File: config.mk
export PLATFORM = sky130hd
export DESIGN_NAME = error_lockout_ctrl
export DESIGN_NICKNAME = d
export VERILOG_FILES = /design/src/rtl/error_lockout_ctrl.sv
export SDC_FILE = /design/constraint.sdc
export NUM_CORES = 1
export LEC_CHECK = 0
export ABC_AREA = 1
export CAP_MARGIN = 10
export CORE_MARGIN = 3
export CORE_UTILIZATION = 55
export CTS_BUF_LIST = sky130_fd_sc_hd__clkbuf_8
export DETAILED_ROUTE_END_ITERATION = 16
export PLACE_DENSITY_LB_ADDON = 0.08
export REMOVE_ABC_BUFFERS = 1
export SLEW_MARGIN = 15
export SYNTH_ARGS = -nofsm -noshare
export SYNTH_HDL_FRONTEND = slang
export SYNTH_SLANG_ARGS = --single-unit
export TNS_END_PERCENT = 50
File: constraint.sdc
create_clock -name clk -period 1.6 [get_ports clk]
set_clock_uncertainty 0.1 [all_clocks]
set_input_delay 0.16 -clock clk [delete_from_list [all_inputs] [get_ports clk]]
set_output_delay 0.16 -clock clk [all_outputs]
set_load 0.01 [all_outputs]
File: src/rtl/error_lockout_ctrl.sv
// Wrong-password lockout controller: escalating timed lockouts, then a latched alarm.
// Optional macro ERR_DECAY_EN: in IDLE, idle time slowly forgives counted errors.
module error_lockout_ctrl #(
  parameter int MAX_ERR      = 3,
  parameter int CNT_W        = 4,
  parameter int LOCK_CYCLES  = 1000,
  parameter int MAX_LEVEL    = 3,
  parameter int LVL_W        = 2,
  parameter int TMR_W        = 16,
  parameter int DECAY_CYCLES = 5000
) (
  input  logic             clk,
  input  logic             rst_in,
  input  logic             gen_rst,
  input  logic             ok_pulse,
  input  logic             rst_out,
  output logic             gen_stop,
  output logic             alarm,
  output logic [CNT_W-1:0] error_counter,
  output logic [LVL_W-1:0] lock_level,
  output logic [TMR_W-1:0] lock_remaining
);

  typedef enum logic [1:0] {
    ST_IDLE,
    ST_LOCKED,
    ST_ALARM
  } state_t;

  localparam logic [CNT_W-1:0] ERR_LAST  = CNT_W'(MAX_ERR - 1);
  localparam logic [CNT_W-1:0] ERR_FULL  = CNT_W'(MAX_ERR);
  localparam logic [LVL_W-1:0] LVL_FULL  = LVL_W'(MAX_LEVEL);
  localparam logic [TMR_W-1:0] LOCK_BASE = TMR_W'(LOCK_CYCLES);

  // Reject configurations whose counters or timer could overflow.
  if (MAX_ERR < 1 || (longint'(1) << CNT_W) <= longint'(MAX_ERR)) begin : g_bad_cnt_w
    $error("error_lockout_ctrl: CNT_W too small or MAX_ERR < 1");
  end
  if (MAX_LEVEL < 1 || (longint'(1) << LVL_W) <= longint'(MAX_LEVEL)) begin : g_bad_lvl_w
    $error("error_lockout_ctrl: LVL_W too small or MAX_LEVEL < 1");
  end
  if ((longint'(LOCK_CYCLES) << (MAX_LEVEL - 1)) >= (longint'(1) << TMR_W)) begin : g_bad_tmr_w
    $error("error_lockout_ctrl: TMR_W cannot hold the longest lockout");
  end
  if (DECAY_CYCLES < 1) begin : g_bad_decay
    $error("error_lockout_ctrl: DECAY_CYCLES must be >= 1");
  end

  state_t           state_q, state_d;
  logic             gen_rst_q;
  logic             err_evt;
  logic [CNT_W-1:0] ec_d;
  logic [LVL_W-1:0] lvl_d;
  logic [TMR_W-1:0] rem_d;

`ifdef ERR_DECAY_EN
  localparam int               DEC_W      = $clog2(DECAY_CYCLES + 1);
  localparam logic [DEC_W-1:0] DECAY_LAST = DEC_W'(DECAY_CYCLES - 1);
  logic [DEC_W-1:0] decay_q, decay_d;
`endif

  // A held gen_rst counts once; only the rising edge is an error.
  assign err_evt = gen_rst & ~gen_rst_q;

  // NOTE: every variable gets a default before any branch so no path leaves it
  // unassigned; otherwise synthesis infers a latch to hold the old value.
  always_comb begin
    state_d = state_q;
    ec_d    = error_counter;
    lvl_d   = lock_level;
    rem_d   = lock_remaining;

    if (rst_out) begin
      state_d = ST_IDLE;
      ec_d    = '0;
      lvl_d   = '0;
      rem_d   = '0;
    end else begin
      unique case (state_q)
        ST_IDLE: begin
          if (ok_pulse) begin
            ec_d  = '0;
            lvl_d = '0;
          end else if (err_evt) begin
            if (error_counter < ERR_LAST) begin
              ec_d = error_counter + CNT_W'(1);
            end else if (lock_level < LVL_FULL) begin
              // Duration doubles per level, scaled by the level before increment.
              state_d = ST_LOCKED;
              ec_d    = ERR_FULL;
              lvl_d   = lock_level + LVL_W'(1);
              rem_d   = LOCK_BASE << lock_level;
            end else begin
              state_d = ST_ALARM;
              ec_d    = ERR_FULL;
            end
          end
        end
        ST_LOCKED: begin
          if (lock_remaining <= TMR_W'(1)) begin
            state_d = ST_IDLE;
            rem_d   = '0;
            ec_d    = '0;
          end else begin
            rem_d = lock_remaining - TMR_W'(1);
          end
        end
        ST_ALARM: ;
        default: state_d = ST_IDLE;
      endcase
    end

`ifdef ERR_DECAY_EN
    // Timer runs only on quiet IDLE cycles, so it is zero on every entry to IDLE.
    decay_d = '0;
    if (!rst_out && state_q == ST_IDLE && !ok_pulse && !err_evt) begin
      if (decay_q == DECAY_LAST) begin
        if (error_counter != '0) ec_d = error_counter - CNT_W'(1);
      end else begin
        decay_d = decay_q + DEC_W'(1);
      end
    end
`endif
  end

  // NOTE: sequential state uses non-blocking assignments so all registers update
  // together from pre-edge values, independent of statement order.
  always_ff @(posedge clk) begin
    if (rst_in) begin
      state_q        <= ST_IDLE;
      gen_rst_q      <= 1'b0;
      error_counter  <= '0;
      lock_level     <= '0;
      lock_remaining <= '0;
      gen_stop       <= 1'b0;
      alarm          <= 1'b0;
`ifdef ERR_DECAY_EN
      decay_q        <= '0;
`endif
    end else begin
      state_q        <= state_d;
      gen_rst_q      <= gen_rst;
      error_counter  <= ec_d;
      lock_level     <= lvl_d;
      lock_remaining <= rem_d;
      gen_stop       <= (state_d != ST_IDLE);
      alarm          <= (state_d == ST_ALARM);
`ifdef ERR_DECAY_EN
      decay_q        <= decay_d;
`endif
    end
  end

endmodule
==> results of run 1 <==
## sequential cells by signal (all words and copies together) (netlist names)
signal	count
alarm	1
error_counter	4
gen_rst_q	1
gen_stop	1
lock_level	2
lock_remaining	16
state_q	2
## metal layers
metal,global-route usage,vias to the layer above,routed length [µm]
met2,0.390,82,2060
li1,-,915,-
met1,0.343,809,2000
met4,0.118,0,135
met5,0,-,0
met3,0.0372,19,324
## worst reg2reg max path: stages, from the launching register on
cell     delay, ns
dfxtp_2       0.34
inv_2         0.11
ha_4          0.15
buf_4         0.13
nand2_4       0.08
nor2_4        0.14
buf_4         0.14
nand2_1       0.04
nand2_1       0.05
nand3_1       0.07
a21oi_1       0.14
## cells in the final DEF (no fill, tap or decap), types with 2 or more instances in the layout
cell type         n
a21oi_1          13
a21oi_4           2
and2_1            2
buf_4            28
clkbuf_8          3
clkdlybuf4s50_1  23
dfxtp_1          19
dfxtp_2           8
dlymetal6s2s_1    5
ha_1              8
ha_4              2
inv_1            28
inv_2             4
nand2_1          50
nand2_2           5
nand2_4           3
nand3_1          23
nor2_1           40
nor2_2            3
nor2_4            8
o21ai_0          11
o21ai_1           5
xor2_1            3
## synth_stat cells, drive strengths merged
cell	n	area, µm²
nand2	58	235
nor2	52	261
inv	33	126
dfxtp	27	541
nand3	25	138
o21ai	17	85.1
a21oi	15	86.3
ha	10	125
xor2	3	26.3
and2	2	12.5
buf	2	16.3
nand4	2	18.8
a21boi	1	7.51
a22oi	1	7.51
nor3	1	5.00
o21a	1	7.51
xnor2	1	8.76
## worst max-delay path by stage
stage | startpoint | endpoint | slack, ns | cells past startpoint
finish | lock_remaining[2]$_SDFFE_PP0P_ | lock_remaining[2] | 0.01 | 1
global route | lock_remaining[2]$_SDFFE_PP0P_ | lock_remaining[2] | -0.05 | 1
CTS | lock_remaining[0]$_SDFFE_PP0P_ | lock_remaining[8]$_SDFFE_PP0P_ | -0.0001 | 9
global placement | gen_rst | lock_remaining[11]$_SDFFE_PP0P_ | -0.06 | 7
detailed placement | ok_pulse | lock_level[0]$_SDFFE_PP0P_ | -0.05 | 8
floorplan | lock_remaining[0]$_SDFFE_PP0P_ | lock_remaining[12]$_SDFFE_PP0P_ | 0.006 | 7
## cells by family (layout without fill, tap and decap cells)
logic type / count (synthesis) / after routing / share of synthesized area
AO/OA/AOI/OAI: 35 / 36 / 0.114
AND/OR/NAND/NOR: 140 / 140 / 0.393
flip-flops: 27 / 27 / 0.316
buffers and inverters: 35 / 94 / 0.0835
adder cells (fa/ha/maj): 10 / 10 / 0.0733
XOR/XNOR: 4 / 4 / 0.0205
## layout make-up
class	instances	area, µm²	area share
multi-input cells	190	1110	0.466
flip-flops and latches	27	551	0.230
repair buffers	57	514	0.215
inverters	33	126	0.0529
clock buffers	3	41.3	0.0173
well taps	31	38.8	0.0162
clock inverters	1	5.00	0.00209
## per-stage QoR
stage / instances / setup slack, ns / cell area, µm² / utilization
finish: 342 / 0.0120 / 2390 / 0.838
global route: 342 / -0.0485 / 2390 / 0.838
CTS: 341 / -0.000112 / 2280 / 0.800
detailed placement: 336 / -0.0513 / 2220 / 0.779
global placement: 336 / -0.0554 / 2220 / 0.779
floorplan: 249 / 0.00583 / 1690 / -
## where the power goes
part / switching (mW) / internal (mW) / leakage [nW]
Clock: 0.229 / 0.175 / 0.0255
Sequential: 0.00914 / 0.682 / 0.222
Combinational: 0.122 / 0.0932 / 0.914
## timing repair
action / 4_1_cts / 5_1_grt
pin swaps: 1 / 9
hold buffers: 0 / 0
gates resized for setup: 3 / 31
endpoints found under the setup margin: 14 / 28
cloned: 1 / 0
buffers inserted: 0 / 1
==> qor.yml, run 1 <==
power.density_mw_per_mm2: 548
root_buffer: "clkbuf_8"
core-area_mm2: 0.00285
final.min_clock_period_ns: 1.59
tritoncts: "yes"
hp-class: "primary input to register"
tritoncts_num_sinks: 27
critPathMaxFanout: 5
max-cap-violations: 0
min-delay-start: "gen_rst"
worst_setup_path_end_kind: "primary output"
cell_count_of_the_worst_hold_path: 3
min_period_over_period: 0.992
crit_required_ns: 1.34
vias: 1825
initial_antenna_violation_count: 0
areaGrowthSynthToFinish_pct: 39.9
grt_first_pass_wirelength_um: 7170
drive_gt1_frac: 0.241
fp.dieH_um: 61.7
drt_first_pass_iters: 5
mappedNetlistArea_mm2: 0.00171
syn_inst: 251
die_area_mm2: 0.00381
tritoncts.num_buffers: 3
fin_worst_hold_slack_ns: 0.323
critPathMaxStageDelay_ns: 0.58
dp.final_hpwl_um: 3250
worst_ep_arrival_time_ns: 1.33
worst_max_slew_pin_slew_ns: 0.255
final_max_slew_viol_count: 0
maximum_number_of_buffers_from_clock_root_to_sink: 2
ys_ff_latch: 27
overflow_after_grt: 0
holdPathEnd: "gen_rst_q$_SDFF_PP0_"
detail_route.wl_per_cell_um: 13.2
io_pins: 29
status: "complete, no violations"
gp_routability_congestion: 0.940
timing_worst_setup_path_type: "register to primary output"
worst-r2r-cell-count: 10
timing.setup.tns_ns: 0
worstSetupStartpointType: "register"
floorplan.initialDensity: 0.599
power.static_leakage_nw: 1.16
fp.dieW_um: 61.7
htree_num_levels: 1
detail_route.vias_per_cell: 5.34
worst_slew_margin_rel: 0.828
globalRouteTotalUtil: 0.251
synth_sequential_area_ratio: 0.316
design.final.nets: 327
clock_pin_slew_on_the_worst_setup_and_hold_paths_ns: 0.10
total_power_mw: 1.31
worstSkewPairLatency_ns: 0.28
vdd_ir_drop_max_mv: 0.473
cp_top_family: "buffers and inverters"
timing.reg2reg.setup_slack_ns: 0.04
critical_path.reg2reg.endpoint: "lock_remaining[12]$_SDFFE_PP0P_"
critical_path.slowest_cell: "clkdlybuf4s50_1"
io_buffers: 28
first_global_vias: 1687
placement_rows: 19
num-fill-cells: 184
drtIter0Drc: 77
grt_max_degree: 17
drt-total-wl_um: 4520
drc_errors: 0
rsz0062_at_grt: "true"
setup_violations: 0
synth_cell_types: 29
antennaDiodeCount: 0
timing.critical_path.buf_inv: 1
max_freq_mhz: 630
worstPathCellList: "clkdlybuf4s50_1"
ys_warn_count: 0
postRouteAntennaNets: 0
hold_violations: 0
synth.avg_cell_area_um2: 6.80
regToRegStartpoint: "lock_remaining[1]$_SDFFE_PP0P_"
Note: power is estimated with default switching activity, not from simulation.
==> run 2: changes to the inputs <==
RECOVER_POWER = 25   (was default)
==> qor.yml, run 2 (synthesis gave the netlist of run 1 again) <==
die_area_mm2: 0.00381
core-area_mm2: 0.00285
total_power_mw: 1.31
vdd_ir_drop_max_mv: 0.467
gp_routability_congestion: 0.940
intPower_uw: 949
fp.dieW_um: 61.7
dp.final_hpwl_um: 3250
cp_top_family: "buffers and inverters"
biggest_registers_after_layout: "lock_remaining (16), error_counter (4)"
drt-total-wl_um: 4520
worst_setup_path_end_kind: "primary output"
tritoncts_num_sinks: 27
areaGrowthSynthToFinish_pct: 38.8
max-cap-violations: 0
worst_slew_margin_rel: 0.825
floorplan.initialDensity: 0.599
power.static_leakage_nw: 1.07
detail_route.wl_per_cell_um: 13.2
hold_violations: 0
clock_pin_slew_on_the_worst_setup_and_hold_paths_ns: 0.10
worstSkewPairLatency_ns: 0.28
layout.cells.most_common_list: "50 x nand2_1, 41 x nor2_1, 28 x inv_1"
tritoncts.num_buffers: 3
timing_worst_setup_path_type: "register to primary output"
design.final.nets: 327
max_flop_register: "lock_remaining"
timing.critical_path.buf_inv: 1
htree_num_levels: 1
status: "complete, no violations"
globalRouteTotalUtil: 0.251
tritoncts: "yes"
worstSetupStartpointType: "register"
overflow_after_grt: 0
finalCoreUtilization: 0.831
critical_path.slowest_cell: "clkdlybuf4s50_1"
hp-class: "primary input to register"
power_switching_uw: 357
max_freq_mhz: 629
vias: 1820
power.density_mw_per_mm2: 551
min_period_over_period: 0.993
first_global_vias: 1687
clkPwrFrac: 0.308
num-fill-cells: 190
drtIter0Drc: 96
maximum_number_of_buffers_from_clock_root_to_sink: 2
dp_cells: 336
io_pins: 29
setup_violations: 0
comb_power_share: 0.163
initial_antenna_violation_count: 0
drive_gt1_frac: 0.238
critPathMaxFanout: 5
multi_input_comb_area_mm2: 0.00111
worst_max_slew_pin_slew_ns: 0.259
power_frac_seq: 0.529
dpl_cell_area_mm2: 0.00222
root_buffer: "clkbuf_8"
critPathMaxStageDelay_ns: 0.58
dp_slack_ns: -0.0513
layout_commonest_cell: "nand2_1"
timing.setup.tns_ns: 0
final_max_slew_viol_count: 0
grt_first_pass_wirelength_um: 7170
final.min_clock_period_ns: 1.59
final_design_area_no_fill_mm2: 0.00237
fp.dieH_um: 61.7
postRouteAntennaNets: 0
io_buffers: 28
placement_rows: 19
antennaDiodeCount: 0
rsz0062_at_grt: "true"
worst_ep_arrival_time_ns: 1.33
fin_worst_hold_slack_ns: 0.324
crit_required_ns: 1.34
detail_route.vias_per_cell: 5.32
seq_area_um2: 551
drt_first_pass_iters: 6
netSwitchingFraction: 0.274
worstPathCellList: "clkdlybuf4s50_1"
largest_reg_flops: 16
drc_errors: 0
final_cells: 342
grt_max_degree: 17
layout_setup_ws_ns: 0.0112
## run 2: final timing paths
path	start	end	slack (ns)	depth (start not counted)
setup / recovery	lock_remaining[2]$_SDFFE_PP0P_	lock_remaining[2]	0.01	1
hold / removal	gen_rst	gen_rst_q$_SDFF_PP0_	0.32	3
setup reg to reg	lock_remaining[1]$_SDFFE_PP0P_	lock_remaining[12]$_SDFFE_PP0P_	0.05	10
hold reg to reg	error_counter[3]$_SDFFE_PP0P_	error_counter[3]$_SDFFE_PP0P_	0.38	2
## run 2: timing repair
action | CTS | global route
pin swaps | 1 | 9
setup endpoints to repair | 14 | 28
hold buffers | 0 | 0
cloned | 1 | 0
resized for setup | 3 | 31
setup buffers | 0 | 1
## run 2: power by group through the flow
stage | Clock (mW) | Sequential, mW | Combinational [mW]
2_1_floorplan | 0 | 0.710 | 0.112
3_3_place_gp | 0 | 0.706 | 0.194
3_5_place_dp | 0 | 0.706 | 0.197
4_1_cts | 0.408 | 0.690 | 0.201
5_1_grt | 0.426 | 0.692 | 0.236
6_report | 0.402 | 0.691 | 0.213
## run 2: area by class of cell
class / instances / share of cell area
repair buffers: 57 / 0.212
multi-input cells: 190 / 0.467
flip-flops and latches: 27 / 0.232
well taps: 31 / 0.0164
clock inverters: 1 / 0.00211
clock buffers: 3 / 0.0174
inverters: 33 / 0.0533
## run 2: layer usage
metal	vias up	part of all wire	global-route usage
li1	913	-	-
met1	819	0.45	0.343
met2	71	0.46	0.390
met3	17	0.066	0.0372
met4	0	0.028	0.118
met5	-	0	0
==> run 3: changes to the inputs <==
GPL_TIMING_DRIVEN = 0   (was default)
==> qor.yml, run 3 (synthesis gave the netlist of run 1 again) <==
dp.final_hpwl_um: 2790
layout_commonest_cell: "nand2_1"
hp-class: "primary input to register"
drive_gt1_frac: 0.179
floorplan.initialDensity: 0.599
critPathMaxFanout: 6
drc_errors: 0
timing.critical_path.buf_inv: 1
worstPathCellList: "clkdlybuf4s50_1"
dr_wl_met3_um: 176
max_freq_mhz: 641
crit_required_ns: 1.34
grt_first_pass_wirelength_um: 6510
worst_slew_margin_rel: 0.757
num-fill-cells: 230
worstSetupStartpointType: "register"
hold_violations: 0
worst_ep_arrival_time_ns: 1.30
detail_route.vias_per_cell: 5.28
m1WireLength_um: 1990
finalCoreUtilization: 0.761
drt_first_pass_iters: 4
worst_setup_path_end_kind: "primary output"
io_pins: 29
io_buffers: 28
highest_layer: "met4"
final.min_clock_period_ns: 1.56
worstSkewPairLatency_ns: 0.28
fin_worst_hold_slack_ns: 0.342
layout.cells.most_common_list: "50 x nand2_1, 39 x nor2_1, 28 x inv_1"
drtIter0Drc: 118
power.density_mw_per_mm2: 585
root_buffer: "clkbuf_8"
clock_pin_slew_on_the_worst_setup_and_hold_paths_ns: 0.09
fp.dieW_um: 61.7
core-area_mm2: 0.00285
grt_max_degree: 17
postRouteAntennaNets: 0
biggest_registers_after_layout: "lock_remaining (16), error_counter (4)"
fp.dieH_um: 61.7
timing.reg2reg.setup_slack_ns: 0.09
first_global_vias: 1500
max_flop_register: "lock_remaining"
htree_num_levels: 1
areaGrowthSynthToFinish_pct: 27.2
tritoncts: "yes"
globalRouteTotalUtil: 0.230
max-cap-violations: 0
vdd_ir_drop_max_mv: 0.490
worst_max_slew_pin_slew_ns: 0.364
final_max_slew_viol_count: 0
vias: 1670
maximum_number_of_buffers_from_clock_root_to_sink: 2
setup_violations: 0
gp_routability_congestion: 0.849
route.met2.wl_um: 1770
min_period_over_period: 0.976
antennaDiodeCount: 0
critical_path.slowest_cell: "clkdlybuf4s50_1"
placement_rows: 19
ctsHoldBuffers: 0
tritoncts_num_sinks: 27
total_power_mw: 1.27
design.final.nets: 301
largest_reg_flops: 16
cp_top_family: "buffers and inverters"
initial_antenna_violation_count: 0
die_area_mm2: 0.00381
drt-total-wl_um: 3990
detail_route.wl_per_cell_um: 12.6
critPathMaxStageDelay_ns: 0.58
timing_worst_setup_path_type: "register to primary output"
power.static_leakage_nw: 0.956
overflow_after_grt: 0
status: "complete, no violations"
tritoncts.num_buffers: 3
-- run 3: cell count changes in the layout (fill, tap and decap cells not counted), moves of 2 or more --
cell	change
buf_4	-25
dfxtp_1	-4
nor2_2	+2
nand2_4	-2
nor2_1	-2
clkdlybuf4s25_1	-5
nand2_2	+2
dfxtp_2	+3
dlygate4sd3_1	+3
clkdlybuf4s50_1	+2
-- run 3: per-layer routing --
| metal | GRT usage | vias to the layer above |
|---|---|---|
| met5 | 0 | - |
| met4 | 0.100 | 0 |
| met3 | 0.0393 | 5 |
| met2 | 0.345 | 37 |
| met1 | 0.323 | 765 |
| li1 | - | 863 |
-- run 3: layout make-up --
class / instances / area [µm²] / share of cell area
tap: 31 / 38.8 / 0.0179
multi-input combinational: 190 / 1090 / 0.501
clock inverter: 1 / 3.75 / 0.00173
clock buffer: 3 / 41.3 / 0.0190
sequential: 27 / 558 / 0.257
timing repair buffer: 31 / 315 / 0.145
inverter: 33 / 126 / 0.0582
-- run 3: path summary, 6_finish.rpt --
kind                                    endpoint                            from  cells after the start
setup / recovery               lock_remaining[4]  lock_remaining[4]$_SDFFE_PP0P_                      1
hold reg to reg    error_counter[3]$_SDFFE_PP0P_   error_counter[3]$_SDFFE_PP0P_                      2
hold / removal              gen_rst_q$_SDFF_PP0_                         gen_rst                      3
setup reg to reg  lock_remaining[9]$_SDFFE_PP0P_  lock_remaining[0]$_SDFFE_PP0P_                      9
-- run 3: repair_timing --
action / CTS / global route
cloned: 1 / 0
endpoints found under the setup margin: 27 / 26
gates resized for setup: 9 / 20
pin swaps: 4 / 4
buffers inserted: 2 / 1
hold endpoints to repair: 0 / 0
-- run 3: metrics by stage --
step	setup WS [ns]	cell area [µm²]	instances	setup TNS, ns
final	0.0390	2170	316	0
after global routing	-0.00787	2170	316	-0.00787
after CTS	0.00921	2110	315	0
after detailed placement	-0.532	2010	308	-9.01
after global placement	-0.525	2010	308	-8.85
after floorplan	0.00583	1690	249	0
-- run 3: where the power goes --
| part | internal (mW) | switching, mW |
|---|---|---|
| clock network | 0.173 | 0.222 |
| logic | 0.0718 | 0.112 |
| registers | 0.680 | 0.0118 |
